===== src/rtl/message_feed_buffer_if.sv =====
// message_feed_buffer_if
//   Bundles the feed-buffer handshakes into one interface.
//   Upstream side (partial message counter):
//     in_msg[63:0], in_valid, in_done  -> buffer
//     pause                            <- buffer
//   Downstream side (DES core):
//     out_msg[63:0], out_valid         <- buffer
//     out_ready                        -> buffer
//   Modports:
//     slave  : the buffer itself
//     master : the environment (counter + DES core, or a bench)
interface message_feed_buffer_if;
  logic [63:0] in_msg;
  logic        in_valid;
  logic        in_done;
  logic        pause;
  logic [63:0] out_msg;
  logic        out_valid;
  logic        out_ready;

  modport slave (
    input  in_msg, in_valid, in_done, out_ready,
    output pause, out_msg, out_valid
  );

  modport master (
    output in_msg, in_valid, in_done, out_ready,
    input  pause, out_msg, out_valid
  );
endinterface


===== src/rtl/message_feed_buffer.sv =====
// message_feed_buffer
//   First-word-fall-through FIFO between the partial message counter and the
//   DES core. Absorbs the counter's {msg, valid} stream, throttles it with a
//   registered pause, presents the head entry on a valid/ready port, and
//   flags when a region has fully drained after the counter's done.
//
//   Ports:
//     clk, rst_n   clock, asynchronous active-low reset
//     flush        synchronous clear (same effect as reset, wins over push/pop)
//     fb           message_feed_buffer_if.slave (in_msg/in_valid/in_done/pause,
//                  out_msg/out_valid/out_ready)
//     occupancy    current entry count, $clog2(DEPTH)+1 bits
//     overflow     sticky: a valid input arrived while full without a pop
//     drained      in_done seen and FIFO emptied (FSM in DONE)
//     msg_count    popped-message count
//
//   Build option:
//     MSG_FEED_COUNT_EN  when defined, msg_count is a wrapping 32-bit pop
//                        counter; otherwise msg_count is tied to zero.
//
//   Parameters:
//     DEPTH        FIFO entries, power of two, >= 4
//     AFULL_SLACK  free entries left when pause asserts, >= 3 (registered
//                  pause plus one cycle of counter pause-to-idle latency)
module message_feed_buffer #(
  parameter int DEPTH       = 8,
  parameter int AFULL_SLACK = 3
) (
  input  logic                     clk,
  input  logic                     rst_n,
  input  logic                     flush,
  message_feed_buffer_if.slave     fb,
  output logic [$clog2(DEPTH):0]   occupancy,
  output logic                     overflow,
  output logic                     drained,
  output logic [31:0]              msg_count
);

  localparam int AW = $clog2(DEPTH);
  localparam int CW = AW + 1;
  localparam logic [CW-1:0] DEPTH_C  = CW'(DEPTH);
  localparam logic [CW-1:0] THRESH_C = CW'(DEPTH - AFULL_SLACK);

  typedef enum logic [1:0] {
    IDLE   = 2'd0,
    STREAM = 2'd1,
    DRAIN  = 2'd2,
    DONE   = 2'd3
  } state_e;

  // Storage is deliberately not reset; out_msg is gated by out_valid so
  // stale or uninitialised entries never reach the core.
  logic [63:0]   mem_q [DEPTH];

  logic [AW-1:0] wr_ptr_q, wr_ptr_d;
  logic [AW-1:0] rd_ptr_q, rd_ptr_d;
  logic [CW-1:0] occ_q, occ_d;
  logic          pause_q, pause_d;
  logic          ovf_q, ovf_d;
  logic          drained_q, drained_d;
  state_e        state_q, state_d;

  logic          out_valid;
  logic          push, pop, drop;

  // ---------------------------------------------------------------------
  // Handshake decode
  // ---------------------------------------------------------------------
  assign out_valid = (occ_q != '0);
  assign pop       = out_valid && fb.out_ready;
  // A full FIFO still accepts a push when the head leaves in the same cycle.
  assign push      = fb.in_valid && ((occ_q < DEPTH_C) || pop);
  assign drop      = fb.in_valid && !push;

  // ---------------------------------------------------------------------
  // Pointer / occupancy / flag next state
  // ---------------------------------------------------------------------
  always_comb begin
    wr_ptr_d = wr_ptr_q;
    rd_ptr_d = rd_ptr_q;
    occ_d    = occ_q;
    ovf_d    = ovf_q | drop;

    // Power-of-two depth: natural pointer wrap is modulo DEPTH.
    if (push) wr_ptr_d = wr_ptr_q + 1'b1;
    if (pop)  rd_ptr_d = rd_ptr_q + 1'b1;

    case ({push, pop})
      2'b10:   occ_d = occ_q + 1'b1;
      2'b01:   occ_d = occ_q - 1'b1;
      default: occ_d = occ_q;
    endcase

    // Registered almost-full: decided on the post-edge occupancy so the
    // counter sees pause as early as possible.
    pause_d = (occ_d >= THRESH_C);

    if (flush) begin
      wr_ptr_d = '0;
      rd_ptr_d = '0;
      occ_d    = '0;
      ovf_d    = 1'b0;
      pause_d  = 1'b0;
    end
  end

  // ---------------------------------------------------------------------
  // Region FSM
  // ---------------------------------------------------------------------
  always_comb begin
    state_d = state_q;
    case (state_q)
      IDLE: begin
        // done with nothing buffered is the empty-region case; done together
        // with a first push still has data to drain.
        if (fb.in_done)  state_d = (occ_d == '0) ? DONE : DRAIN;
        else if (push)   state_d = STREAM;
      end
      STREAM: if (fb.in_done)     state_d = DRAIN;
      DRAIN:  if (occ_d == '0)    state_d = DONE;
      DONE:                       state_d = DONE;
      default:                    state_d = IDLE;
    endcase

    if (flush) state_d = IDLE;

    drained_d = (state_d == DONE);
  end

  // ---------------------------------------------------------------------
  // Registers
  // ---------------------------------------------------------------------
  always_ff @(posedge clk or negedge rst_n) begin
    if (!rst_n) begin
      wr_ptr_q  <= '0;
      rd_ptr_q  <= '0;
      occ_q     <= '0;
      pause_q   <= 1'b0;
      ovf_q     <= 1'b0;
      drained_q <= 1'b0;
      state_q   <= IDLE;
    end else begin
      wr_ptr_q  <= wr_ptr_d;
      rd_ptr_q  <= rd_ptr_d;
      occ_q     <= occ_d;
      pause_q   <= pause_d;
      ovf_q     <= ovf_d;
      drained_q <= drained_d;
      state_q   <= state_d;
    end
  end

  always_ff @(posedge clk) begin
    if (push && !flush) mem_q[wr_ptr_q] <= fb.in_msg;
  end

  // ---------------------------------------------------------------------
  // Optional pop counter
  // ---------------------------------------------------------------------
`ifdef MSG_FEED_COUNT_EN
  logic [31:0] cnt_q;

  always_ff @(posedge clk or negedge rst_n) begin
    if (!rst_n)     cnt_q <= '0;
    else if (flush) cnt_q <= '0;
    else if (pop)   cnt_q <= cnt_q + 32'd1;
  end

  assign msg_count = cnt_q;
`else
  assign msg_count = '0;
`endif

  // ---------------------------------------------------------------------
  // Outputs
  // ---------------------------------------------------------------------
  assign fb.out_valid = out_valid;
  assign fb.out_msg   = out_valid ? mem_q[rd_ptr_q] : '0;
  assign fb.pause     = pause_q;
  assign occupancy    = occ_q;
  assign overflow     = ovf_q;
  assign drained      = drained_q;

endmodule


===== src/flat_wrapper.sv =====
// flat-port wrapper written by rule: the top's interface ports become plain ports
module message_feed_buffer_flat 
#(
  parameter int DEPTH       = 8,
  parameter int AFULL_SLACK = 3
)
  (clk, rst_n, flush, occupancy, overflow, drained, msg_count, fb_in_msg, fb_in_valid, fb_in_done, fb_out_ready, fb_pause, fb_out_msg, fb_out_valid);
  message_feed_buffer_if fb_i ();
  input  logic clk;
  input  logic rst_n;
  input  logic flush;
  output logic [$clog2(DEPTH):0] occupancy;
  output logic overflow;
  output logic drained;
  output logic [31:0] msg_count;
  input wire logic [$bits(fb_i.in_msg)-1:0] fb_in_msg;
  input wire logic [$bits(fb_i.in_valid)-1:0] fb_in_valid;
  input wire logic [$bits(fb_i.in_done)-1:0] fb_in_done;
  input wire logic [$bits(fb_i.out_ready)-1:0] fb_out_ready;
  output wire logic [$bits(fb_i.pause)-1:0] fb_pause;
  output wire logic [$bits(fb_i.out_msg)-1:0] fb_out_msg;
  output wire logic [$bits(fb_i.out_valid)-1:0] fb_out_valid;
  assign fb_i.in_msg = fb_in_msg;
  assign fb_i.in_valid = fb_in_valid;
  assign fb_i.in_done = fb_in_done;
  assign fb_i.out_ready = fb_out_ready;
  assign fb_pause = fb_i.pause;
  assign fb_out_msg = fb_i.out_msg;
  assign fb_out_valid = fb_i.out_valid;
  message_feed_buffer #(.DEPTH(DEPTH), .AFULL_SLACK(AFULL_SLACK)) u_core (.clk(clk), .rst_n(rst_n), .flush(flush), .fb(fb_i), .occupancy(occupancy), .overflow(overflow), .drained(drained), .msg_count(msg_count));
endmodule

===== config.mk =====
export PLATFORM = sky130hd
export DESIGN_NAME = message_feed_buffer_flat
export DESIGN_NICKNAME = d
export VERILOG_FILES = /design/src/rtl/message_feed_buffer_if.sv /design/src/rtl/message_feed_buffer.sv /design/src/flat_wrapper.sv
export SDC_FILE = /design/constraint.sdc
export NUM_CORES = 1
export LEC_CHECK = 0
export BUFFER_PORTS_ARGS = -buffer_cell sky130_fd_sc_hd__buf_2
export CORE_UTILIZATION = 64
export DETAILED_ROUTE_END_ITERATION = 6
export HOLD_SLACK_MARGIN = 0.06
export PLACE_DENSITY = 0.85
export SKIP_LAST_GASP = 1
export SYNTH_ARGS = -nofsm -noshare
export SYNTH_HDL_FRONTEND = slang
export SYNTH_SLANG_ARGS = --single-unit

===== constraint.sdc =====
create_clock -name clk -period 9.6 [get_ports clk]
set_input_delay 0.96 -clock clk [delete_from_list [all_inputs] [get_ports clk]]
set_output_delay 0.96 -clock clk [all_outputs]
set_load 0.01 [all_outputs]

### After elaboration in Yosys (flattened, before gate mapping)

Memory sizes are Yosys's and may differ from the RTL's.
Cells that the tools add are included.

| word-level totals | value |
|---|---|
| memories kept | 1 |
| flip-flop bits (word level) | 15 |
| input port bits | 70 |
| memory bits (writable) | 512 |
| output and inout bits | 104 |

| cells by class | value |
|---|---|
| bitwise operators | 1 |
| magnitude comparators | 2 |
| reduce and logical (&&, ||, !) cells | 12 |
| muxes and demuxes | 18 |
| equal/unequal tests | 6 |
| $add $sub $neg | 4 |

Memories:

| memory | depth | width | rd ports | clocked after Yosys merged registers in | write ports | RTL line | RTL |
|---|---|---|---|---|---|---|---|
| u_core.mem_q | 8 | 64 | 1 | 0 | 1 | message_feed_buffer.sv:53 | `logic [63:0] mem_q [DEPTH];` |

Operators with widths:

| cell | number |
|---|---|
| $mux W64 | 1 |
| $mux W3 | 4 |
| $mux W2 | 5 |
| $eq A2 B2 Y1 const B | 4 |
| $pmux W2 S4 | 1 |
| $pmux W4 S2 | 1 |
| $add A3 B1 Y3 const B | 2 |
| $mux W1 | 5 |
| $add A4 B1 Y4 const B | 1 |
| $eq A2 B1 Y1 const B | 2 |
| $ge A4 B3 Y1 const B | 1 |
| $logic_and A1 B1 Y1 | 4 |
| $logic_not A4 Y1 | 1 |
| $lt A4 B4 Y1 const B | 1 |
| $mux W4 | 1 |
| $reduce_bool A2 Y1 | 2 |
| $reduce_bool A4 Y1 | 1 |
| $sub A4 B1 Y4 const B | 1 |
| $logic_not A1 Y1 | 2 |
| $logic_not A2 Y1 | 1 |
| $logic_or A1 B1 Y1 | 1 |
| $or A1 B1 Y1 | 1 |

### Longest topological paths before layout

Gate-level depths: netlist of run 1.

| depth | value |
|---|---|
| word-level depth | 13 |
| mapped depth | 12 |

### Least setup slack after synthesis of run 1

OpenSTA, ideal clock, no wires.

| timing path | value |
|---|---|
| path type | input -> register |
| start point | input port fb_out_ready |
| end point | memory u_core.mem_q[0][0] (enable) |
| stages on the path | 4 |
| path slack | 3062 ps |
| buffers on the path | 0 |
| data arrival time | 5973 ps |
| required time | 9035 ps |
| cell sequence | nand2b_1 nand2_1 or3_1 nor3_1 |

| between the ends | value |
|---|---|
| cells in the longest elaborated chain, start to end | 6 |

RTL lines:

| item | RTL line | RTL |
|---|---|---|
| start: declaration | flat_wrapper.sv:19 | `input wire logic [$bits(fb_i.out_ready)-1:0] fb_out_ready;` |
| $logic_and A1 B1 Y1 | message_feed_buffer.sv:70 | `assign pop = out_valid && fb.out_ready;` |
| $logic_or A1 B1 Y1 | message_feed_buffer.sv:72 | `assign push = fb.in_valid && ((occ_q < DEPTH_C) \|\| pop);` |
| $logic_and A1 B1 Y1 | message_feed_buffer.sv:72 |  |
| $logic_and A1 B1 Y1 | message_feed_buffer.sv:154 | `if (push && !flush) mem_q[wr_ptr_q] <= fb.in_msg;` |
| $mux W1 | message_feed_buffer.sv:154 |  |
| $mux W1 (not written as such) | message_feed_buffer.sv:154 |  |
| end: declaration | message_feed_buffer.sv:53 |  |

No other way between the ends.

### Worst setup path in the final report of run 1

| timing path | value |
|---|---|
| start point | register u_core.rd_ptr_q[0] |
| end point | output port fb_out_msg[9] |

| between the ends | value |
|---|---|
| cells in the longest elaborated chain, start to end | 2 |

RTL lines:

| item | RTL line | RTL |
|---|---|---|
| start: declaration | message_feed_buffer.sv:56 | `logic [AW-1:0] rd_ptr_q, rd_ptr_d;` |
| start signal: assignment | message_feed_buffer.sv:144 | `rd_ptr_q <= rd_ptr_d;` |
| $mem_v2 Z8 W64 | - |  |
| $mux W64 | message_feed_buffer.sv:178 | `assign fb.out_msg = out_valid ? mem_q[rd_ptr_q] : '0;` |
| end: declaration | flat_wrapper.sv:21 | `output wire logic [$bits(fb_i.out_msg)-1:0] fb_out_msg;` |

No other way between the ends.

==> results of run 1 <==
==> cells by family after synthesis <==
| kind of cell | share of synthesized area |
|---|---|
| buf+inv | 0.0239 |
| other cells | 0.000183 |
| xor+xnor | 0.00427 |
| simple gates | 0.0218 |
| mux | 0.174 |
| fa+ha+maj | 0.00305 |
| flops | 0.768 |
| compound gates | 0.00512 |
==> per-stage QoR <==
stage	worst slack [ns]	instance area, sq um	instances	utilization	hold WS (ns)
floorplan	3.06	20600	978	-	0.517
global placement	5.41	21600	1458	0.683	0.472
detailed placement	5.40	21600	1458	0.683	0.520
CTS	4.80	23200	1548	0.737	0.313
global route	4.62	23300	1552	0.737	0.327
finish	4.93	23300	1554	0.737	0.317
==> layout by cell type (no fill, tap or decap), types with 7 or more instances in the layout <==
master,count
nand2_1,8
bufinv_16,8
conb_1,32
mux2i_1,68
buf_2,141
mux4_2,128
buf_4,16
clkinv_1,10
dfrtp_1,12
edfxtp_1,512
clkbuf_1,10
clkbuf_16,52
xor2_1,7
nor2_1,81
==> power by group through the flow <==
stage,registers [mW],clock network (mW),logic [mW]
2_1_floorplan,2.65,0,0.953
3_3_place_gp,2.72,0,1.23
3_5_place_dp,2.73,0,1.26
6_report,2.68,2.03,1.26
5_1_grt,2.69,2.14,1.36
4_1_cts,2.68,2.04,1.28
==> final timing paths <==
path | startpoint | to | slack (ns) | cells past startpoint
max reg2reg | u_core.occupancy[3]$_DFF_PN0_ | u_core.state_q[0]$_DFF_PN0_ | 5.90 | 11
min | rst_n | u_core.rd_ptr_q[1]$_DFFE_PN0P_ | 0.32 | 1
min reg2reg | u_core.overflow$_DFF_PN0_ | u_core.overflow$_DFF_PN0_ | 0.53 | 2
min in group clk | u_core.overflow$_DFF_PN0_ | u_core.overflow$_DFF_PN0_ | 0.53 | 2
max | u_core.rd_ptr_q[0]$_DFFE_PN0P_ | fb_out_msg[9] | 4.93 | 5
max in group asynchronous | rst_n | u_core.rd_ptr_q[2]$_DFFE_PN0P_ | 8.98 | 1
==> area by class of cell <==
cell class | count | area share
Clock buffer | 62 | 0.0576
Tap cell | 402 | 0.0216
Inverter | 4 | 0.000645
Sequential cell | 527 | 0.678
Antenna cell | 6 | 0.000645
Clock inverter | 28 | 0.0152
Multi-Input combinational cell | 368 | 0.191
Timing Repair Buffer | 157 | 0.0355
==> cell usage after synthesis, types with 2 or more instances <==
cell type,n
nor3_1,3
nand2b_1,3
nand3_1,2
xor2_1,7
mux4_2,128
buf_4,43
inv_1,4
nand2_1,8
buf_2,14
clkbuf_1,11
o21ai_0,2
dfrtp_1,15
ha_1,5
edfxtp_1,512
a31oi_1,2
buf_1,11
a211oi_1,2
xnor2_1,3
nor2_1,87
a21oi_1,6
mux2i_1,68
==> metal layers <==
| layer | wire length, um | global-route usage | vias to the layer above |
|---|---|---|---|
| met5 | 45 | 0 | - |
| li1 | - | - | 4139 |
| met3 | 2970 | 0.0520 | 74 |
| met2 | 21600 | 0.439 | 467 |
| met4 | 1010 | 0.0892 | 6 |
| met1 | 15600 | 0.343 | 5003 |
==> state kept, by name, summed over array words and instances (netlist names) <==
| signal | cells |
|---|---|
| u_core.mem_q | 512 |
| u_core.occupancy | 4 |
| u_core.rd_ptr_q | 3 |
| u_core.wr_ptr_q | 3 |
| u_core.state_q | 2 |
| u_core.drained | 1 |
| u_core.fb.pause | 1 |
| u_core.overflow | 1 |
==> results.md, run 1 <==
- Area contributors post-synth: edfxtp_1 (75%), mux4_2 (14%), mux2i_1 (3.3%)
- Post-synth EDFFs: 512
- Status: complete, no violations
- Syn avg cell area: between 20 and 25 sq um
- Die Wd: 181 um
- Area Growth Syn to Fin: 13.4%
- Syn Inst Count: 947
- Combinational Power Share: 0.212
- Starting Density: 0.650
- Die height: 181 um
- Slew at the pin closest to its max-slew limit: 1.09 ns
- Worst-path cell chain: buf_4 -> mux4_2 -> mux2i_1 -> nor2_1 -> buf_2
- Hold Buf Count CTS: 0
- Startpoint types: flop
- Max IR drop VDD: 0.204 mV
- Share of layout cells above drive strength 1: 0.323
- H-tree depth: 2
- Vias in the first global route: 10100
- Grt total ovfl: 0
- IO Pins: 174
- Min Tclk post-route: 4.67 ns
- Max-Cap Viols: 0
- Synthesized flop and latch total: 527
- Worst Path Arrival: 3.71 ns
- Final GP Congestion: about 0.77
- Int Pwr: 4.37 mW
- DR vias/cell: 6.23
- Power Dens Cells: 256 nW/um^2
- Synth Warn #: 0
- Sw Share: 0.267
- DIE AREA: 32800 sq um
- Post-Route WL: 41300 um
- Fin. max-slew vios: 0
- Max FO, Critical Path: 53
- Worst-Skew Late Latency: 0.57 ns
- DR pass1 iterations: 5
- Asr flop ratio synth: 0.0285
- CORE AREA: 31600 sq um
- Fin crit share: 0.486
- Crit. End Element: output pin
- Static leakage: 7.56 nW
- Largest net degree at the start of global routing: 67
- Global-route wire length before repair: between 60000 and 70000 um
- Post-cts gate resize count: 0
- Post-synthesis sequential area ratio: 0.768
- Yosys top cell by area: edfxtp_1
- Yosys top cell area share: 0.750
- RSZ-0062 raised after global routing: false
- Delay-heaviest family, CP: flip-flops
- Primary FF master, synth: edfxtp_1
- Fillers: 1679
- Sequential Power Share: 0.449
- Post-route ant nets: 0
- Max incr delay on CP: 1.13 ns
- Multi-input logic area: 4450 sq um
- Postcts setup bufs: 0
- Synth Cell Area: 20500 sq um
- Via count: 9689
- Slew margin rel.: 0.277
- CTS Buf Count: 51
- Initial antenna violation count: 9
- Clk_skew: between 0.015 and 0.02 ns
- Rows: 65
- Critical path buffers and inverters: 2
- GRT Overall Usage: 0.260
- HPWL after DPL: approximately 21000 um
- Clock Pin Slew Worst Setup and Hold Paths: 0.06 ns
- Port Buffers: approximately 140
- Nets: about 1200
- Wire per inst: 26.5 um
- Setup TNS: 0 ns
- Max stage delay cell, worst path: dfrtp_4
- Req. time, crit path: around 8.6 ns
- Worst Hold Class: input port to asynchronous set/reset pin
- Design Power: slightly below 6 mW
- Clock tree from TritonCTS: yes
- Synth unique cells: 32
- Max clock buf depth: 3
- WS Path Type: flop to output pin
- Switch Pwr: 1.59 mW
- Final setup viols: 0
- Clock sink total: approximately 530
- Post-route DRC: 0
- Register area: between 15000 and 20000 sq um
- Max frequency: approximately 210 MHz
- Clock Tree Root: clkbuf_16
- First DRT Iteration DRCs: roughly 890
- Final hold violation count: 0
- Clock power share: 0.340
(Power assumes the default switching activity.)
==> inputs of run 2 (changes only) <==
--- a/config.mk
+++ b/config.mk
@@ -6,10 +6,10 @@
 export NUM_CORES = 1
 export LEC_CHECK = 0
 export BUFFER_PORTS_ARGS = -buffer_cell sky130_fd_sc_hd__buf_2
-export CORE_UTILIZATION = 64
+export CORE_UTILIZATION = 59
 export DETAILED_ROUTE_END_ITERATION = 6
 export HOLD_SLACK_MARGIN = 0.06
-export PLACE_DENSITY = 0.85
+export PLACE_DENSITY = 0.79
 export SKIP_LAST_GASP = 1
 export SYNTH_ARGS = -nofsm -noshare
 export SYNTH_HDL_FRONTEND = slang
==> constraint.sdc (replaced) <==
create_clock -name clk -period 4.6 [get_ports clk]
set_input_delay 0.46 -clock clk [delete_from_list [all_inputs] [get_ports clk]]
set_output_delay 0.46 -clock clk [all_outputs]
set_load 0.01 [all_outputs]
==> results.md, run 2 (synthesis gave the netlist of run 1 again) <==
- Status: complete, no violations
- CORE AREA: 33900 sq um (+7.3%)
- DR pass1 iterations: 5 (unchanged)
- Largest net degree at the start of global routing: 66 (-1.5%)
- Postcts setup bufs: 0 (unchanged)
- IO Pins: 174 (unchanged)
- Max clock buf depth: 3 (unchanged)
- Crit. End Element: output pin
- Static leakage: 7.66 nW (+1.3%)
- Max-Cap Viols: 0 (unchanged)
- Global-route wire length before repair: 59600 um (-3.8%)
- Post-cts gate resize count: 0 (unchanged)
- Grt total ovfl: 0 (unchanged)
- R2R Setup Slk: 1.81 ns (-4.09 ns)
- Critical path buffers and inverters: 2 (unchanged)
- Placed cell count: 1511 (+3.6%)
- Area Growth Syn to Fin: 15.1%
- R2R Path End: u_core.state_q[0]$_DFF_PN0_
- Worst-path cell chain: buf_4 -> mux4_2 -> mux2i_1 -> nor2_1 -> buf_2
- Starting Density: 0.606 (-0.0444)
- End of the critical path: fb_out_msg[16]
- Max stage delay cell, worst path: dfrtp_4
- Post-route ant nets: 0 (unchanged)
- Worst Path Arrival: 2.94 ns (-0.77 ns)
- Dpl cell area: 21800 sq um (+1.1%)
- Number of flip-flops in the largest register: 512 (unchanged)
- Min Tclk post-route: 3.40 ns
- Clock tree from TritonCTS: yes
- Fin crit share: 0.740
- Hold Buf Count CTS: 1 (+1)
- Worst setup path startpoint: u_core.rd_ptr_q[0]$_DFFE_PN0P_
- Final setup viols: 0 (unchanged)
- Clk_skew: 0.00980 ns (-0.00954 ns)
- Startpoint types: flop
- Slew at the pin closest to its max-slew limit: 0.974 ns (-0.111 ns)
- Slew margin rel.: 0.351 (+0.0739)
- Reg2reg start: u_core.occupancy[1]$_DFF_PN0_
- Delay-heaviest family, CP: flip-flops
- Setup TNS: 0 ns (unchanged)
- GRT Overall Usage: 0.228 (-0.0322)
- Port Buffers: 141 (unchanged)
- RSZ-0062 raised after global routing: false
- Setup ws final: 1.20 ns (-3.74 ns)
- Worst-case reg-to-reg path depth: 10 (-1)
- Post-Route WL: 39300 um (-4.8%)
- H-tree depth: 2 (unchanged)
- Worst Hold Class: input port to flop
- Final hold violation count: 0 (unchanged)
- Commonest non-fill, non-tap cells in the layout: edfxtp_1 (512), buf_2 (141), mux4_2 (128), nor2_1 (81), mux2i_1 (68)
- Initial antenna violation count: 6 (-3)
- Post-Layout Cell Count: 1605 (+3.3%)
- HPWL after DPL: 21000 um (+0.33%)
- Biggest register: u_core.mem_q
- DR vias/cell: 5.99 (-3.9%)
- Worst-Skew Late Latency: 0.56 ns (about the same)
- Via count: 9612 (-0.79%)
- Die Wd: 188 um (+4.1%)
- Wire per inst: 24.5 um (-7.8%)
- Power Dens Cells: 538 nW/um^2 (+110%)
- Max incr delay on CP: 0.94 ns (-0.19 ns)
- Die height: 188 um (+4.1%)
- Share of layout cells above drive strength 1: 0.330 (+0.00729)
- Final GP Congestion: 0.720 (-6.6%)
- Pre-CTS setup slack: 1.73 ns (-3.67 ns)
- Post-route cell area: 23600 sq um (+1.5%)
- WS Path Type: flop to output pin
- Hold Startpoint: fb_in_msg[50]
- Post-route DRC: 0 (unchanged)
- Clock sink total: 527 (unchanged)
- First DRT Iteration DRCs: 753 (-15%)
- Design Power: 12.7 mW (+110%)
- CTS Buf Count: 50 (-2.0%)
- Vias in the first global route: 9905 (-1.9%)
- Clock Pin Slew Worst Setup and Hold Paths: 0.06 ns (about the same)
- Max frequency: 294 MHz
- Final hold slack: 0.157 ns (-0.159 ns)
- Clock Tree Root: clkbuf_16
- Max IR drop VDD: 0.454 mV (+120%)
- Nets: 1191 (+0.59%)
- DIE AREA: 35500 sq um (+8.4%)
- Commonest non-fill, non-tap cell in the layout: edfxtp_1
- Max FO, Critical Path: 37 (-30%)
- Worst path depth: 5 (unchanged)
- Rows: 67 (+3.1%)
- Fin. max-slew vios: 0 (unchanged)
- Hold depth: 1
- Final Util: 0.697 (-0.0404)
- Req. time, crit path: 4.14 ns (-4.50 ns)
==> run 2: changes by cell type in the layout (fill, tap and decap cells not counted), moves of 3 or more <==
cell,previous run,this run
diode_2,6,3
buf_12,0,9
bufinv_16,8,12
clkinv_1,10,7
==> run 2: layout make-up <==
type,instances,area (sq um)
inverters,4,15.0
repair buffers,165,1000
multi-input cells,368,4460
flip-flops and latches,527,15800
clock buffers,60,1310
diodes,3,7.51
well taps,448,561
fillers,2017,10300
clock inverters,30,483
==> run 2: worst min path at each step <==
stage / end
after CTS: u_core.mem_q[4][34]$_DFFE_PP_
after global placement: u_core.occupancy[0]$_DFF_PN0_
after global routing: u_core.mem_q[6][50]$_DFFE_PP_
after floorplan: u_core.drained$_DFF_PN0_
after detailed placement: u_core.occupancy[3]$_DFF_PN0_
final: u_core.mem_q[4][50]$_DFFE_PP_
==> run 2: report_power, final <==
| group | total, mW | internal [mW] | switching, mW |
|---|---|---|---|
| logic | 2.71 | 1.29 | 1.42 |
| registers | 5.56 | 5.38 | 0.184 |
| clock network | 4.43 | 2.72 | 1.71 |
| total | 12.7 | 9.38 | 3.32 |
==> run 2: worst register-to-register path: cells and delay by family, from the launching register on <==
| kind | cells | cell delay (ns) |
|---|---|---|
| AO/OA/AOI/OAI | 3 | 0.66 |
| XOR/XNOR | 1 | 0.11 |
| adder cells (fa/ha/maj) | 2 | 0.69 |
| flip-flops | 1 | 0.53 |
| multiplexers | 1 | 0.16 |
| AND/OR/NAND/NOR | 3 | 0.53 |
==> run 2: metal layers <==
layer	GRT usage	vias to the layer above	wire length, um
met5	0	-	34
met4	0.0676	6	682
met3	0.0410	49	2310
met2	0.386	338	20200
met1	0.304	5077	16100
li1	-	4142	-
==> inputs of run 3 (changes only) <==
--- a/config.mk
+++ b/config.mk
@@ -5,11 +5,12 @@
 export SDC_FILE = /design/constraint.sdc
 export NUM_CORES = 1
 export LEC_CHECK = 0
+export ABC_AREA = 1
 export BUFFER_PORTS_ARGS = -buffer_cell sky130_fd_sc_hd__buf_2
-export CORE_UTILIZATION = 59
+export CORE_UTILIZATION = 54
 export DETAILED_ROUTE_END_ITERATION = 6
 export HOLD_SLACK_MARGIN = 0.06
-export PLACE_DENSITY = 0.79
+export PLACE_DENSITY = 0.76
 export SKIP_LAST_GASP = 1
 export SYNTH_ARGS = -nofsm -noshare
 export SYNTH_HDL_FRONTEND = slang
==> constraint.sdc (replaced) <==
create_clock -name clk -period 3 [get_ports clk]
set_input_delay 0.3 -clock clk [delete_from_list [all_inputs] [get_ports clk]]
set_output_delay 0.3 -clock clk [all_outputs]
set_load 0.01 [all_outputs]
==> results.md, run 3 <==
- Status: complete, no violations
- Max stage delay cell, worst path: dfrtp_4
- Syn Inst Count: 1603 (+69%)
- Yosys top cell area share: 0.735 (-0.0144)
- Worst-Skew Late Latency: 0.57 ns (about the same)
- Post-route DRC: 0 (unchanged)
- Area Growth Syn to Fin: 17.1%
- Syn avg cell area: 13.0 sq um (-40%)
- Setup ws final: 0.131 ns (-1.07 ns)
- First DRT Iteration DRCs: 1330 (+77%)
- Die Wd: 199 um (+5.5%)
- Max incr delay on CP: 0.61 ns (-0.33 ns)
- Clock sink total: 527 (unchanged)
- GRT Overall Usage: 0.242 (+0.0141)
- Final GP Congestion: 0.815 (+13%)
- CTS Buf Count: 51 (+2.0%)
- Clk_skew: 0.0177 ns (+0.00793 ns)
- Dpl cell area: 22100 sq um (+1.6%)
- Startpoint types: flop
- Largest family of logic cells by synthesized area: compound AO/OA/AOI/OAI gates
- HPWL after DPL: 24500 um (+17%)
- Simple-gate share of the synthesized area: 0.0799 (+0.0581)
- Final Util: 0.647 (-0.0496)
- DR vias/cell: 5.75 (-3.9%)
- Synthesized flop and latch total: 527 (unchanged)
- Register area: 15800 sq um (about the same)
- Power Dens Cells: 853 nW/um^2 (+58%)
- Worst Path Arrival: 2.57 ns (-0.37 ns)
- Min Tclk post-route: 2.87 ns
- Final hold violation count: 0 (unchanged)
- Wire per inst: 20.0 um (-18%)
- Slew at the pin closest to its max-slew limit: 0.650 ns (-0.324 ns)
- IO Pins: 174 (unchanged)
- CORE AREA: 37800 sq um (+12%)
- Req. time, crit path: 2.70 ns (-1.44 ns)
- Die height: 199 um (+5.5%)
- Rows: 71 (+6.0%)
- DIE AREA: 39500 sq um (+11%)
- Starting Density: 0.553 (-0.0531)
- RSZ-0062 raised after global routing: true
- Area contributors post-synth: edfxtp_1 (74%), nor2_1 (7.2%), o21ai_0 (5.1%)
- Max FO, Critical Path: 47 (+27%)
- Fin. max-slew vios: 0 (unchanged)
- Static leakage: 8.51 nW (+11%)
- Commonest non-fill, non-tap cells in the layout: edfxtp_1 (512), nor2_1 (393), o21ai_0 (212), buf_2 (141), o21ai_1 (117)
- Post-synth EDFFs: 512 (unchanged)
- Post-synthesis compound-gate area fraction: 0.120 (+0.115)
- Synth Cell Area: 20900 sq um (+2.0%)
- Fin crit share: 0.956
- Biggest register: u_core.mem_q
- Max clock buf depth: 3 (unchanged)
- Primary FF master, synth: edfxtp_1
- Slew margin rel.: 0.567 (+0.216)
- Multi-input logic area: 4460 sq um (about the same)
- Via count: 13500 (+41%)
- Post-route cell area: 24500 sq um (+3.8%)
- Final setup viols: 0 (unchanged)
- Port Buffers: 141 (unchanged)
- Commonest cells in the netlist: edfxtp_1 (512), nor2_1 (402), o21ai_0 (212)
- Mux cell area share after synthesis: 0 (-0.174)
- Largest net degree at the start of global routing: 92 (+39%)
- Clock Pin Slew Worst Setup and Hold Paths: 0.06 ns (about the same)
- Number of flip-flops in the largest register: 512 (unchanged)
- Post-synthesis sequential area ratio: 0.753 (-0.0147)
- Adder-cell share of the synthesized area: 0.00299 (-0.0000584)
- Placed cell count: 2189 (+45%)
- Vias in the first global route: 13600 (+37%)
- Critical path buffers and inverters: 4 (+2)
- Delay-heaviest family, CP: buffers and inverters
- Grt total ovfl: 0 (unchanged)
- Fillers: 2667 (+32%)
- Max-Cap Viols: 0 (unchanged)
- Clock Tree Root: clkbuf_16
- Asr flop ratio synth: 0.0285 (unchanged)
- Synth Area in XOR/XNOR: 0.00126 (-0.00301)
- DR pass1 iterations: 5 (unchanged)
- Synth unique cells: 27 (-16%)
- Yosys top cell by area: edfxtp_1
- Global-route wire length before repair: 72900 um (+22%)
- Clock tree from TritonCTS: yes
- Max IR drop VDD: 0.583 mV (+28%)
- Most frequent cell after synthesis: edfxtp_1
- Worst Hold Class: input port to flop
- Synth Warn #: 0 (unchanged)
- Share of layout cells above drive strength 1: 0.151 (-0.179)
- Initial antenna violation count: 2 (-4)
- Commonest non-fill, non-tap cell in the layout: edfxtp_1
- Nets: 1874 (+57%)
- Post-Layout Cell Count: 2354 (+47%)
- WS Path Type: flop to output pin
- Post-Route WL: 47200 um (+20%)
- H-tree depth: 2 (unchanged)
- Crit. End Element: output pin
- Post-route ant nets: 0 (unchanged)
- Max frequency: 348 MHz
- Pre-CTS setup slack: 0.236 ns (-1.49 ns)
- Worst-path cell chain: inv_12 -> buf_12 -> buf_4 -> nor2_1 -> o22ai_1 -> o21ai_1 -> a31oi_1 -> buf_2
-- run 3: worst register-to-register path: stages, from the launching register on --
cell     delay (ns)
dfrtp_1        0.44
nor2_2         0.18
nand3_4        0.09
nand2_2        0.13
inv_2          0.08
o21ai_2        0.14
ha_2           0.25
nand2_1        0.07
inv_1          0.08
nor2_2         0.04
ha_1           0.27
or2_1          0.20
o21ai_1        0.12
a21oi_1        0.09
nor2_1         0.15
nand3_1        0.10
nand2_1        0.07
nand3_1        0.08
nor2_1         0.09
-- run 3: metal layers --
layer  track usage  up-vias  wire length, um
li1              -     6217                -
met1         0.317     6651            19100
met2         0.416      593            23900
met3        0.0348       83             3160
met4        0.0789        0              938
met5             0        -                0
-- run 3: cells by family (layout without fill, tap and decap cells) --
| group | count (synthesis) | count (layout) |
|---|---|---|
| compound gates | 467 | 467 |
| xor+xnor | 3 | 3 |
| fa+ha+maj | 5 | 5 |
| buf+inv | 161 | 368 |
| flops | 527 | 527 |
| other cells | 1 | 34 |
| simple gates | 439 | 439 |
-- run 3: path summary, 6_finish.rpt --
path	to	from	cells after the start	slack (ns)
worst max-delay path	fb_out_msg[41]	u_core.rd_ptr_q[0]$_DFFE_PN0P_	8	0.13
worst min-delay path	u_core.state_q[1]$_DFF_PN0_	fb_in_done	3	0.09
worst max register to register	u_core.drained$_DFF_PN0_	u_core.occupancy[0]$_DFF_PN0_	18	0.27
worst min register to register	u_core.state_q[1]$_DFF_PN0_	u_core.state_q[1]$_DFF_PN0_	2	0.59
max in group asynchronous	u_core.rd_ptr_q[0]$_DFFE_PN0P_	rst_n	2	2.50
min in group asynchronous	u_core.wr_ptr_q[2]$_DFFE_PN0P_	rst_n	2	0.20
-- run 3: layout make-up --
cell class	count	share of cell area
antenna	2	0.000204
clock inverter	34	0.0124
timing repair buffer	250	0.0772
clock buffer	61	0.0545
tap	511	0.0261
sequential	527	0.643
inverter	23	0.00424
multi-input combinational	946	0.182
-- run 3: power by group --
part	internal, mW	switching (mW)
sequential	8.36	0.132
clock	3.61	2.63
combinational	2.10	4.06
total	14.1	6.82
-- run 3: what timing repair did --
item | CTS | global route
hold endpoints to repair | 531 | 0
buffers inserted | 1 | 0
setup endpoints to repair | 21 | 10
hold buffers | 67 | 0
gates resized for setup | 3 | 4
-- run 3: stage by stage --
stage / power, mW / hold slack [ns] / TNS, ns
3_5_place_dp: 14.7 / 0.235 / 0
4_1_cts: 21.0 / 0.0738 / 0
6_report: 20.9 / 0.0879 / 0
2_1_floorplan: 12.5 / 0.00441 / -131.31
5_1_grt: 21.9 / 0.104 / 0
3_3_place_gp: 14.5 / 0.227 / 0
